[src/rtl/piso_tx.sv]
// piso_tx: parallel-in serial-out transmitter.
// Takes a WIDTH-bit word over a load handshake and sends it one bit per clk
// on so, framed by so_valid and so_last. Words can follow each other with no
// idle cycle between them.
//
// Load handshake (valid/ready): a word is transferred at a rising edge where
// load_valid && load_ready. load_ready depends only on registered state, never
// on load_valid. Once load_valid is raised, din must stay stable until that
// transfer edge. load_ready is high in IDLE and on the last bit of a word. It
// is low during the earlier bits of a word; load_valid and din are then
// ignored.
module piso_tx #(
    parameter int   WIDTH     = 4,
    parameter int   MSB_FIRST = 1,
    parameter logic IDLE_LVL  = 1'b0
) (
    input  logic             clk,
    input  logic             rst_n,
    input  logic             clr,
    input  logic [WIDTH-1:0] din,
    input  logic             load_valid,
    output logic             load_ready,
    output logic             so,
    output logic             so_valid,
    output logic             so_last,
    output logic             busy
);

    localparam int CW = $clog2(WIDTH);

    typedef enum logic {
        IDLE  = 1'b0,
        SHIFT = 1'b1
    } state_t;

    state_t           state;
    logic [WIDTH-1:0] shreg;
    logic [CW-1:0]    cnt;

    logic             last_bit;
    logic             accept;
    logic [WIDTH-1:0] shreg_shifted;

    // cnt counts the bits that remain after the one currently on so.
    assign last_bit = (state == SHIFT) && (cnt == '0);
    assign accept   = load_valid && load_ready;

    // Move the next bit toward the output end and fill the vacated bit with 0.
    assign shreg_shifted = (MSB_FIRST != 0) ? {shreg[WIDTH-2:0], 1'b0}
                                            : {1'b0, shreg[WIDTH-1:1]};

    // Decode all outputs from registered state only.
    // busy mirrors the FSM state bit, so it doubles as the state debug view.
    assign load_ready = (state == IDLE) || last_bit;
    assign so_valid   = (state == SHIFT);
    assign busy       = (state == SHIFT);
    assign so_last    = last_bit;
    assign so         = (state == SHIFT)
                        ? ((MSB_FIRST != 0) ? shreg[WIDTH-1] : shreg[0])
                        : IDLE_LVL;

    // Transmit FSM. clr overrides loading and shifting.
    always_ff @(posedge clk or negedge rst_n) begin
        if (!rst_n) begin
            state <= IDLE;
            shreg <= '0;
            cnt   <= '0;
        end else if (clr) begin
            state <= IDLE;
            shreg <= '0;
            cnt   <= '0;
        end else begin
            case (state)
                IDLE: begin
                    if (accept) begin
                        shreg <= din;
                        cnt   <= CW'(WIDTH - 1);
                        state <= SHIFT;
                    end
                end
                SHIFT: begin
                    if (cnt != '0) begin
                        shreg <= shreg_shifted;
                        cnt   <= cnt - 1'b1;
                    end else if (load_valid) begin
                        // Loading on the last bit keeps the output gap-free.
                        shreg <= din;
                        cnt   <= CW'(WIDTH - 1);
                    end else begin
                        shreg <= '0;
                        state <= IDLE;
                    end
                end
                default: begin
                    state <= IDLE;
                    shreg <= '0;
                    cnt   <= '0;
                end
            endcase
        end
    end

endmodule
[config.mk]
export PLATFORM = sky130hd
export DESIGN_NAME = piso_tx
export DESIGN_NICKNAME = d
export VERILOG_FILES = /design/src/rtl/piso_tx.sv
export SDC_FILE = /design/constraint.sdc
export NUM_CORES = 1
export LEC_CHECK = 0
export CAP_MARGIN = 20
export CELL_PAD_IN_SITES_DETAIL_PLACEMENT = 1
export CELL_PAD_IN_SITES_GLOBAL_PLACEMENT = 2
export CORE_MARGIN = 5
export CORE_UTILIZATION = 26
export CTS_CLUSTER_DIAMETER = 50
export DETAILED_ROUTE_END_ITERATION = 16
export GPL_TIMING_DRIVEN = 0
export PLACE_DENSITY_LB_ADDON = 0.1
export SETUP_SLACK_MARGIN = 0.05
export SLEW_MARGIN = 20
export SYNTH_ARGS = -nofsm -noshare
export SYNTH_HDL_FRONTEND = slang
export SYNTH_SLANG_ARGS = --single-unit
[constraint.sdc]
create_clock -name clk -period 2.2 [get_ports clk]
set_input_delay 0.55 -clock clk [delete_from_list [all_inputs] [get_ports clk]]
set_output_delay 0.55 -clock clk [all_outputs]
set_load 0.03 [all_outputs]
==> After elaboration in Yosys (flattened, before gate mapping) <==
Cells that the tools add are included.
{ "totals": {"reg_bits": 7, "inputBits": 8, "out_inout_bits": 5, "word_cells": 29} }
{ "classes": {"n_addsub": 1, "n_eq_ne": 2, "mux": 16, "bitwise_logic": 1, "n_reduce_logical": 6} }
{ "ops": {"columns": ["operator", "count"], "rows": [
  ["two-way mux 4 bit", 4],
  ["two-way mux 2 bit", 4],
  ["case mux 4 bit (2 select lines)", 1],
  ["two-way mux 1 bit", 5],
  ["inequality test 4 x 3 -> 1 bit (second input constant)", 1],
  ["case mux 2 bit (2 select lines)", 1],
  ["inequality test 3 bit (second input constant)", 1],
  ["logical AND 1 bit", 2],
  ["zero test 2 bit", 1],
  ["case mux 1 bit (2 select lines)", 1],
  ["AND reduction 2 bit", 1],
  ["nonzero test 2 bit", 1],
  ["subtractor 2 x 1 -> 2 bit (second input constant)", 1],
  ["logical OR 1 bit", 1],
  ["NOT 1 bit", 1]
]} }

==> Longest topological paths before layout <==
{ "depth": {"ltp_word": 7, "depth_mapped": 6} }

==> Worst setup path before layout <==
OpenSTA, ideal clock, no wires.
{ "synth_timing": {"path_kind": "reg2out", "startpoint": "register state (netlist: busy)", "endpoint": "output load_ready", "arrival_time_ps": 951, "slack_ps": 699, "stages_incl_launch_ff": 3, "n_path_buf": 0, "path_cell_list": "dfrtp_1 > nor2b_4 > inv_2"} }
{ "synth_between": {"elab_chain_len": 2, "elab_cells_between_ends": 3, "classes_between": "bitwise: 1; reduce/logical: 2"} }
{ "synth_rtl": {"columns": ["element", "line_no", "source"], "rows": [
  ["start, declared", "36", "state_t state;"],
  ["start signal, assigned", "65", "state <= IDLE;"],
  ["start signal, assigned", "69", "state <= IDLE;"],
  ["start signal, assigned", "78", "state <= SHIFT;"],
  ["logical AND 1 bit or NOT 1 bit (tied branches)", null, null],
  ["logical OR 1 bit *", "54", "assign load_ready = (state == IDLE) || last_bit;"],
  ["end, declared", "22", "output logic load_ready,"]
]} }
Every way passes the cells marked *; elsewhere a longest branch is shown, timed or not.

==> Worst setup path in the final report <==
{ "layout_timing": {"startpoint": "register cnt[1]", "endpoint": "output so_last"} }
{ "layout_between": {"elab_chain_len": 2} }
{ "layout_rtl": {"columns": ["element", "line_no", "source"], "rows": [
  ["start, declared", "38", "logic [CW-1:0] cnt;"],
  ["start signal, assigned", "77", "cnt <= CW'(WIDTH - 1);"],
  ["start signal, assigned", "84", "cnt <= cnt - 1'b1;"],
  ["start signal, assigned", "88", "cnt <= CW'(WIDTH - 1);"],
  ["zero test 2 bit", "45", "assign last_bit = (state == SHIFT) && (cnt == '0);"],
  ["logical AND 1 bit", "45", null],
  ["end, declared", "25", "output logic so_last,"]
]} }
No other way between the ends.

==> impl_metrics.yaml <==
routing:
  drtPass1Iterations: 2
  first_iter_violations: 1
  vias: 355
  post_drt_wl_per_cell_um: 15.07
  antenna_left: 0
  routed_wl_um: 1085
  drc: 0
  avgViaCountPerCell: 4.931
worst_setup_path:
  required_ns: 1.65
  cp_max_fo: 7
  r2r_setup_slack_ns: 0.89
  cp.arrival_ns: 1.52
  critPathSlowestCell: "dfrtp_1"
  slowest_delay_ns: 0.37
  end_kind: "output pin"
  start_kind: "flop"
  critPathLaunch: "cnt[1]"
  cp_cell_sequence: "inv_1 -> ha_2 -> and2_2 -> clkdlybuf4s15_1"
  reg2reg_depth: 5
  reg2reg_from: "cnt[1]"
  r2r-end: "shreg[2]"
  worst-setup-path-type: "reg2out"
  cp-endpoint: "so_last"
grt:
  antenna_found_initial: 0
  grt_pass1_wl_um: 1883
  grt_overflow_total: 0
  grt_use_total_pct: 10.51
  grt_pass1_vias: 430
  grt_max_degree: 12
timing:
  fin_ws_ns: 0.1284
  hold_violations: 0
  finalClockSkew_ns: 0.0004197
  slew_violations: 0
  period_minus_slack_ns: 2.072
  fmax_mhz: 482.7
  worst_pin_slew_ns: 0.3728
  setup_viol: 0
  finalCritPeriodShare_pct: 94.16
  slew_headroom_pct: 74.95
  rsz0062_at_grt: "yes"
  tns_ns: 0
run:
  drv_cap: 0
die:
  dieArea_sq_mm: 0.002395
  die_w_um: 48.94
  coreArea_sq_mm: 0.001471
  dieHeight_um: 48.94
  std_cell_rows: 14
  start_util_pct: 26.79
  ios: 13
cells_and_area:
  regArea_sq_um: 176.4
  layout_common_cells: "8 x clkdlybuf4s50_1, 6 x dfrtp_1, 4 x nand2_1"
  finalNetCount: 66
  final_common_cell: "clkdlybuf4s50_1"
  fillers: 177
  area_growth_pct: 41.27
  drive_gt1_share_pct: 28.57
  multiInputGateArea_sq_um: 193.9
  antenna_cells: 0
run_status:
  run_status: "finished clean"
placed_design:
  dp_hpwl_um: 845.6
  post-place-ws_ns: 0.006853
  gp_congestion: 0.7602
  port-buffer-count: 11
synth:
  synthesis.area_sq_um: 394.1
  ys_seq_elements: 7
  ys.warnings.count: 0
  avgSynthCellArea_sq_um: 9.613
  seq_area_frac_synth_pct: 44.44
  syn_inst: 41
  ys_types: 21
  syn_nets: 50
clocking:
  numCtsBuffers: 3
  root_buffer: "clkbuf_4"
  h-tree-depth: 1
  clk_path_buf_depth: 2
  path_clk_slew_ns: 0.05
  clock_latency_ns: 0.25
  cts_tree: "built"
  clock_sinks: 7
power:
  vdd_drop_max_v: 0.0002611
  p_comb_share_pct: 24.1
  p_switching_uw: 105.9
  pwr-share-clk_pct: 34.4
  p_int_uw: 248.5
  switching_share_pct: 29.89
  pwr-share-seq_pct: 41.5
  cellLeakagePower_nw: 0.2678
  power_density_mw_per_mm2: 636.5
min_path:
  hold_class: "reg2reg"
[layer usage]
metal  global-route usage [%]  part of all wire [%]  up-vias
li1                         -                     -      170
met1                    10.43                    42      171
met2                    17.39                    51       12
met3                    3.976                   4.2        2
met4                    8.072                   2.0        0
met5                        0                     0        -
[how the worst min path moves through the flow]
stage / start / endpoint / cells after the start
5_1_grt: shreg[3] / shreg[3] / 2
3_5_place_dp: shreg[3] / shreg[3] / 2
2_1_floorplan: rst_n / busy / 0
3_3_place_gp: shreg[1] / shreg[1] / 2
6_report: shreg[3] / shreg[3] / 2
4_1_cts: shreg[3] / shreg[3] / 2
[state kept, by name, summed over array words and instances, names as in the netlist]
name and count:
busy 1, cnt 2, shreg 4
[layout make-up]
cell class	instances	area share [%]
multi-input cells	28	34.83
flip-flops and latches	7	31.69
repair buffers	11	20.22
clock buffers	4	4.719
well taps	16	3.596
inverters	4	2.697
plain buffers	2	2.247
[logic make-up after synthesis]
logic type      count (synthesis)  synth area share, %
simple gates                   15                24.76
buf+inv                         6                6.983
compound gates                 11                18.10
mux                             1                2.540
flops                           7                44.44
fa+ha+maj                       1                3.174
[power groups by stage]
stage	sequential, mW	clock [mW]	combinational [mW]
finish	0.147	0.122	0.0856
global route	0.149	0.140	0.0932
CTS	0.147	0.132	0.0870
detailed placement	0.149	0	0.0877
global placement	0.148	0	0.0826
floorplan	0.149	0	0.0492
[synth_stat cells (all sizes together)]
library cell / instances / area share, %
o21ai: 3 / 3.8
inv: 4 / 3.8
nor2: 3 / 3.5
buf: 2 / 3.2
nor2b: 1 / 3.5
nand2: 4 / 3.8
nor3: 1 / 1.3
ha: 1 / 3.2
and2: 2 / 3.8
and3b: 3 / 7.6
a31oi: 3 / 4.8
a21o: 1 / 1.9
nand3: 1 / 1.3
dfrtp: 7 / 44
a211oi: 1 / 3.2
mux2i: 1 / 2.5
a21oi: 2 / 2.5
o21a: 1 / 1.9
[timing repair]
item                       in CTS  in global routing
setup endpoints to repair       4                  3
hold buffers                    0                  0
setup buffers                   0                  0
gates resized for setup         4                  3
[metrics by stage]
stage	hold WS (ns)	utilization (%)	area, sq um	power (mW)	instances
detailed placement	0.4750	35.63	524.3	0.2369	68
global placement	0.4622	35.63	524.3	0.2302	68
floorplan	0.2544	-	394.1	0.1977	41
finish	0.4833	37.84	556.8	0.3544	72
global route	0.5068	37.84	556.8	0.3819	72
CTS	0.4894	37.50	551.8	0.3663	72
[worst max-delay path: cells and delay by family, from the launching register on]
family / cells / cell delay [ns]
buffers and inverters: 2 / 0.46
DFF: 1 / 0.37
adders and majority gates: 1 / 0.27
and+or+nand+nor: 1 / 0.16
Power figures use the tool's default switching activity.
